$ cat src/rtl/pipe_pkg.sv
// Shared types and constants for the pipeline stage registers.
package pipe_pkg;

    typedef enum logic [1:0] {
        ST_EMPTY,
        ST_FULL,
        ST_SKID
    } pipe_state_t;

    // Architectural NOP used as the bubble word.
    localparam logic [31:0] NOP_INSTR = 32'hD503201F;

    // A bubble carries no control actions.
    localparam logic [31:0] CTRL_NOP = '0;

    // Number of beats held by the stage in a given state.
    function automatic logic [1:0] state_occupancy(input pipe_state_t s);
        logic [1:0] occ;
        occ = 2'd0;
        case (s)
            ST_FULL: occ = 2'd1;
            ST_SKID: occ = 2'd2;
            default: occ = 2'd0;
        endcase
        return occ;
    endfunction

endpackage

$ cat src/rtl/pipe_data_reg.sv
// Width-parametrised register with load enable and synchronous clear to a constant.
module pipe_data_reg #(
    parameter int unsigned     W       = 32,
    parameter logic [W-1:0]    CLR_VAL = '0
) (
    input  logic         clk,
    input  logic         i_clr,
    input  logic         i_load,
    input  logic [W-1:0] i_d,
    output logic [W-1:0] o_q
);

    logic [W-1:0] r_q;

    // Clear wins over load so reset/flush always leave a bubble behind.
    always_ff @(posedge clk) begin
        // NOTE: state is written with non-blocking assignments so every flop
        // samples pre-edge values regardless of process ordering.
        if (i_clr) begin
            r_q <= CLR_VAL;
        end else if (i_load) begin
            r_q <= i_d;
        end
    end

    assign o_q = r_q;

endmodule

$ cat src/rtl/pipe_stage_skid.sv
// Inter-stage pipeline register with valid/ready handshake, a two-entry skid
// buffer (registered in_ready) and a synchronous flush that leaves a bubble.
module pipe_stage_skid
    import pipe_pkg::*;
#(
    parameter int unsigned  DATA_W   = 32,
    parameter int unsigned  CTRL_W   = 11,
    parameter logic [31:0]  NOP_DATA = NOP_INSTR
) (
    input  logic              clk,
    input  logic              reset,
    input  logic              flush,
    input  logic              in_valid,
    output logic              in_ready,
    input  logic [DATA_W-1:0] in_data,
    input  logic [CTRL_W-1:0] in_ctrl,
    output logic              out_valid,
    input  logic              out_ready,
    output logic [DATA_W-1:0] out_data,
    output logic [CTRL_W-1:0] out_ctrl,
    output logic [1:0]        occupancy
);

    localparam logic [DATA_W-1:0] LP_NOP_DATA = DATA_W'(NOP_DATA);
    localparam logic [CTRL_W-1:0] LP_NOP_CTRL = CTRL_W'(CTRL_NOP);

    pipe_state_t       r_state;
    pipe_state_t       w_state_nxt;
    logic              r_in_ready;

    logic              w_in_fire;
    logic              w_out_fire;
    logic              w_main_ld;
    logic              w_main_clr;
    logic              w_main_from_skid;
    logic              w_skid_ld;
    logic              w_skid_clr;

    logic [DATA_W-1:0] w_main_data_d;
    logic [CTRL_W-1:0] w_main_ctrl_d;
    logic [DATA_W-1:0] w_main_data_q;
    logic [CTRL_W-1:0] w_main_ctrl_q;
    logic [DATA_W-1:0] w_skid_data_q;
    logic [CTRL_W-1:0] w_skid_ctrl_q;

    assign w_in_fire  = in_valid & r_in_ready;
    assign w_out_fire = out_valid & out_ready;

    // Next-state and datapath enables; reset and flush both empty the stage.
    always_comb begin
        // NOTE: every output of this block gets a default first so no path
        // through the case leaves a signal unassigned (which would infer a latch).
        w_state_nxt      = r_state;
        w_main_ld        = 1'b0;
        w_main_clr       = 1'b0;
        w_main_from_skid = 1'b0;
        w_skid_ld        = 1'b0;
        w_skid_clr       = 1'b0;

        if (reset || flush) begin
            w_state_nxt = ST_EMPTY;
            w_main_clr  = 1'b1;
            w_skid_clr  = 1'b1;
        end else begin
            case (r_state)
                ST_EMPTY: begin
                    if (w_in_fire) begin
                        w_state_nxt = ST_FULL;
                        w_main_ld   = 1'b1;
                    end
                end
                ST_FULL: begin
                    if (w_in_fire && w_out_fire) begin
                        w_main_ld = 1'b1;
                    end else if (w_in_fire) begin
                        w_state_nxt = ST_SKID;
                        w_skid_ld   = 1'b1;
                    end else if (w_out_fire) begin
                        w_state_nxt = ST_EMPTY;
                        w_main_clr  = 1'b1;
                    end
                end
                ST_SKID: begin
                    if (w_out_fire) begin
                        w_state_nxt      = ST_FULL;
                        w_main_ld        = 1'b1;
                        w_main_from_skid = 1'b1;
                        w_skid_clr       = 1'b1;
                    end
                end
                default: begin
                    w_state_nxt = ST_EMPTY;
                    w_main_clr  = 1'b1;
                    w_skid_clr  = 1'b1;
                end
            endcase
        end
    end

    // State register and registered in_ready, which looks one state ahead.
    always_ff @(posedge clk) begin
        if (reset) begin
            r_state    <= ST_EMPTY;
            r_in_ready <= 1'b1;
        end else begin
            r_state    <= w_state_nxt;
            r_in_ready <= (w_state_nxt != ST_SKID);
        end
    end

    // The main register refills from the skid entry when draining SKID.
    always_comb begin
        w_main_data_d = w_main_from_skid ? w_skid_data_q : in_data;
        w_main_ctrl_d = w_main_from_skid ? w_skid_ctrl_q : in_ctrl;
    end

    pipe_data_reg #(.W(DATA_W), .CLR_VAL(LP_NOP_DATA)) u_main_data (
        .clk    (clk),
        .i_clr  (w_main_clr),
        .i_load (w_main_ld),
        .i_d    (w_main_data_d),
        .o_q    (w_main_data_q)
    );

    pipe_data_reg #(.W(CTRL_W), .CLR_VAL(LP_NOP_CTRL)) u_main_ctrl (
        .clk    (clk),
        .i_clr  (w_main_clr),
        .i_load (w_main_ld),
        .i_d    (w_main_ctrl_d),
        .o_q    (w_main_ctrl_q)
    );

    pipe_data_reg #(.W(DATA_W), .CLR_VAL(LP_NOP_DATA)) u_skid_data (
        .clk    (clk),
        .i_clr  (w_skid_clr),
        .i_load (w_skid_ld),
        .i_d    (in_data),
        .o_q    (w_skid_data_q)
    );

    pipe_data_reg #(.W(CTRL_W), .CLR_VAL(LP_NOP_CTRL)) u_skid_ctrl (
        .clk    (clk),
        .i_clr  (w_skid_clr),
        .i_load (w_skid_ld),
        .i_d    (in_ctrl),
        .o_q    (w_skid_ctrl_q)
    );

    assign in_ready  = r_in_ready;
    assign out_valid = (r_state != ST_EMPTY);
    assign out_data  = w_main_data_q;
    assign out_ctrl  = w_main_ctrl_q;
    assign occupancy = state_occupancy(r_state);

endmodule

$ cat config.mk
export PLATFORM = sky130hd
export DESIGN_NAME = pipe_stage_skid
export DESIGN_NICKNAME = d
export VERILOG_FILES = /design/src/rtl/pipe_pkg.sv /design/src/rtl/pipe_data_reg.sv /design/src/rtl/pipe_stage_skid.sv
export SDC_FILE = /design/constraint.sdc
export NUM_CORES = 1
export LEC_CHECK = 0
export ABC_AREA = 1
export BUFFER_PORTS_ARGS = -buffer_cell sky130_fd_sc_hd__buf_4
export CORE_MARGIN = 2
export CORE_UTILIZATION = 30
export CTS_CLUSTER_SIZE = 28
export DETAILED_ROUTE_END_ITERATION = 12
export SLEW_MARGIN = 20
export SYNTH_ARGS = -nofsm -noshare
export SYNTH_HDL_FRONTEND = slang
export SYNTH_SLANG_ARGS = --single-unit
$ cat constraint.sdc
create_clock -name clk -period 1.6 [get_ports clk]
set_clock_uncertainty 0.05 [all_clocks]
set_input_delay 0.24 -clock clk [delete_from_list [all_inputs] [get_ports clk]]
set_output_delay 0.24 -clock clk [all_outputs]
set_load 0.02 [all_outputs]
==> flow_metrics.env <==
export IMPL_drtIter0Drc=269
export IMPL_ir_drop_mv=0.480
export IMPL_fp_dieH_um=123
export IMPL_holdPathStages=3
export IMPL_rsz0062_at_grt="no"
export IMPL_crit_path_end_kind="output pin"
export IMPL_start_util_pct=30.6
export IMPL_drive_gt1_share_pct=19.2
export IMPL_syn_num_nets=720
export IMPL_fmax_ghz=0.654
export IMPL_fin_crit_ns=1.53
export IMPL_cpMaxStageDelayCell="dfxtp_2"
export IMPL_worst_pin_slew_ns=0.301
export IMPL_coreArea_sq_mm=0.0138
export IMPL_grt_pass1_wl_mm=19.5
export IMPL_regArea_sq_mm=0.00178
export IMPL_antenna_left=0
export IMPL_netlist_instances=672
export IMPL_cts_root_buffer="clkbuf_16"
export IMPL_ys_seq_area_share_pct=42.2
export IMPL_dp_hpwl_mm=7.64
export IMPL_path_clk_slew_ns=0.07
export IMPL_crit_path_cell_trace="inv_2, nor2_4, buf_12, buf_4"
export IMPL_power_density_mw_per_mm2=884
export IMPL_required_ns=1.31
export IMPL_worstSkewPairLatency_ns=0.35
export IMPL_dp_slack_ns=0.0709
export IMPL_globalplace_congestion=0.799
export IMPL_numCtsBuffers=9
export IMPL_total_power_mw=4.96
export IMPL_synth_seq_cells=89
export IMPL_antenna_found_initial=0
export IMPL_synth_distinct_cells=18
export IMPL_holdCritStartpoint="in_data[0]"
export IMPL_numPortBuffers=94
export IMPL_start_kind="register"
export IMPL_holdBufCountCts=0
export IMPL_multi_input_area_sq_mm=0.00202
export IMPL_tritoncts="done"
export IMPL_htreeDepth=3
export IMPL_hold_class="in2reg"
export IMPL_gr_total_overflow=0
export IMPL_fin_tns_setup_ns=0
export IMPL_synth_compound_area_share_pct=0.799
export IMPL_finalSetupViolCount=0
export IMPL_fillers=1471
export IMPL_power_frac_comb_pct=10.4
export IMPL_viasPerCell=4.48
export IMPL_cpPeakStageDelay_ns=0.36
export IMPL_die_area_sq_mm=0.0151
export IMPL_dr_total_vias=4208
export IMPL_slew_headroom_pct=80.0
export IMPL_routed_wirelength_mm=11.9
export IMPL_synth_xor_area_share_pct=0
export IMPL_p_int_mw=3.69
export IMPL_syn_avg_cell_area_sq_um=6.29
export IMPL_grt_max_degree=49
export IMPL_worstPathArrival_ns=1.24
export IMPL_grt_pass1_vias=3919
export IMPL_r2r_setup_slack_ns=0.17
export IMPL_final_common_cell="nand2_1"
export IMPL_diodes=0
export IMPL_fin_ws_ns=0.0717
export IMPL_synthAdderAreaFrac_pct=0
export IMPL_clkPwrFrac_pct=44.0
export IMPL_cts_sinks=89
export IMPL_slew_violations=0
export IMPL_drc=0
export IMPL_reg2reg_to="u_main_ctrl.o_q[1]"
export IMPL_status="completed"
export IMPL_power_switching_mw=1.27
export IMPL_path_max_fanout=13
export IMPL_die_w_um=123
export IMPL_sequentialPowerShare_pct=45.6
export IMPL_yosys_mux_area_fraction_pct=0
export IMPL_drv_cap=0
export IMPL_detail_route_wl_per_cell_um=12.7
export IMPL_area_delta_synth_final_pct=32.9
export IMPL_finalHoldViolCount=0
export IMPL_r2r_start="r_state[0]"
export IMPL_r2r_cells=6
export IMPL_fin_crit_sh_pct=95.5
export IMPL_cts_buffer_depth=2
export IMPL_nets=802
export IMPL_synthesis_area_sq_mm=0.00423
export IMPL_swShare_pct=25.7
export IMPL_yosys_area_share_simple_pct=46.3
export IMPL_ios=95
export IMPL_power_leakage_nw=2.92
export IMPL_worstHoldEndpoint="u_skid_data.o_q[0]"
export IMPL_most_common_layout_cells="nand2_1 (236), nor2_1 (122), buf_4 (108)"
export IMPL_yosys_warnings=0
export IMPL_critical_path_class="reg2out"
export IMPL_rows=43
export IMPL_drtPass1Iterations=4
export IMPL_final_util_pct=40.6
export IMPL_synth_top_family_by_area="simple AND/OR/NAND/NOR gates"
export IMPL_grt_usage_pct=16.5
-- cells in the mapped netlist (all sizes together) --
library cell  count  area (sq um)
nand3b            1          7.51
dfxtp            89          1780
nand3            59           295
inv              65           244
a31oi             1          12.5
clkbuf           18          67.6
nand4            45           288
nor2            125           479
a21oi             1          8.76
nand2           236           886
buf              30           144
o21ai             1          5.00
a21boi            1          7.51
-- final cells by class --
cell class              instances  area share (%)
flip-flops and latches         89            31.8
repair buffers                119            18.4
clock inverters                 7            1.40
well taps                     180            4.01
multi-input cells             470            36.0
inverters                      65            4.34
clock buffers                   9            4.01
-- critical path, delay by kind of cell (launching register included) --
kind	cells	cell delay, ns
buf+inv	3	0.38
flops	1	0.36
simple gates	1	0.14
-- worst max path at each step --
stage               start                   to  depth (start not counted)
2_1_floorplan  r_state[0]  u_main_data.o_q[10]                          8
3_3_place_gp   r_state[0]  u_main_data.o_q[14]                          7
3_5_place_dp        flush   u_main_ctrl.o_q[1]                          7
4_1_cts        r_state[0]         occupancy[1]                          3
5_1_grt        r_state[1]         occupancy[1]                          4
6_report       r_state[1]         occupancy[1]                          4
-- kinds of logic after synthesis --
group           Yosys count
flops                    89
buf+inv                 113
compound gates            4
simple gates            466
-- through the flow --
| step | instance area, sq um | hold slack, ns | std cells |
|---|---|---|---|
| finish | 5620 | 0.0455 | 939 |
| detailed placement | 5250 | 0.405 | 921 |
| global route | 5620 | 0.0512 | 939 |
| floorplan | 4230 | 0.303 | 672 |
| global placement | 5250 | 0.400 | 921 |
| CTS | 5600 | 0.0359 | 939 |
-- state kept, by name (all words and copies together) (netlist names) --
| name | cells |
|---|---|
| u_main_data.o_q | 32 |
| u_skid_data.o_q | 32 |
| u_main_ctrl.o_q | 11 |
| u_skid_ctrl.o_q | 11 |
| r_state | 2 |
| in_ready | 1 |
-- power groups by stage --
stage,Sequential [mW],Combinational [mW],Clock (mW)
final,2.26,0.518,2.18
after global routing,2.26,0.576,2.32
after global placement,2.31,0.517,0
after CTS,2.26,0.520,2.24
after floorplan,2.34,0.230,0
after detailed placement,2.31,0.514,0
-- layer usage --
| metal | part of all wire (%) | global-route usage [%] | up-vias |
|---|---|---|---|
| li1 | - | - | 2244 |
| met1 | 47 | 21.3 | 1853 |
| met2 | 46 | 26.7 | 94 |
| met3 | 4.9 | 3.58 | 17 |
| met4 | 2.1 | 6.75 | 0 |
| met5 | 0 | 0 | - |
-- what timing repair did --
item	in CTS	in global routing
setup endpoints to repair	1	47
setup buffers	1	0
hold endpoints to repair	0	0
gates resized for setup	4	4
gates cloned	1	0
pin swaps	1	2
No activity file was read; power rests on OpenSTA's default activity.
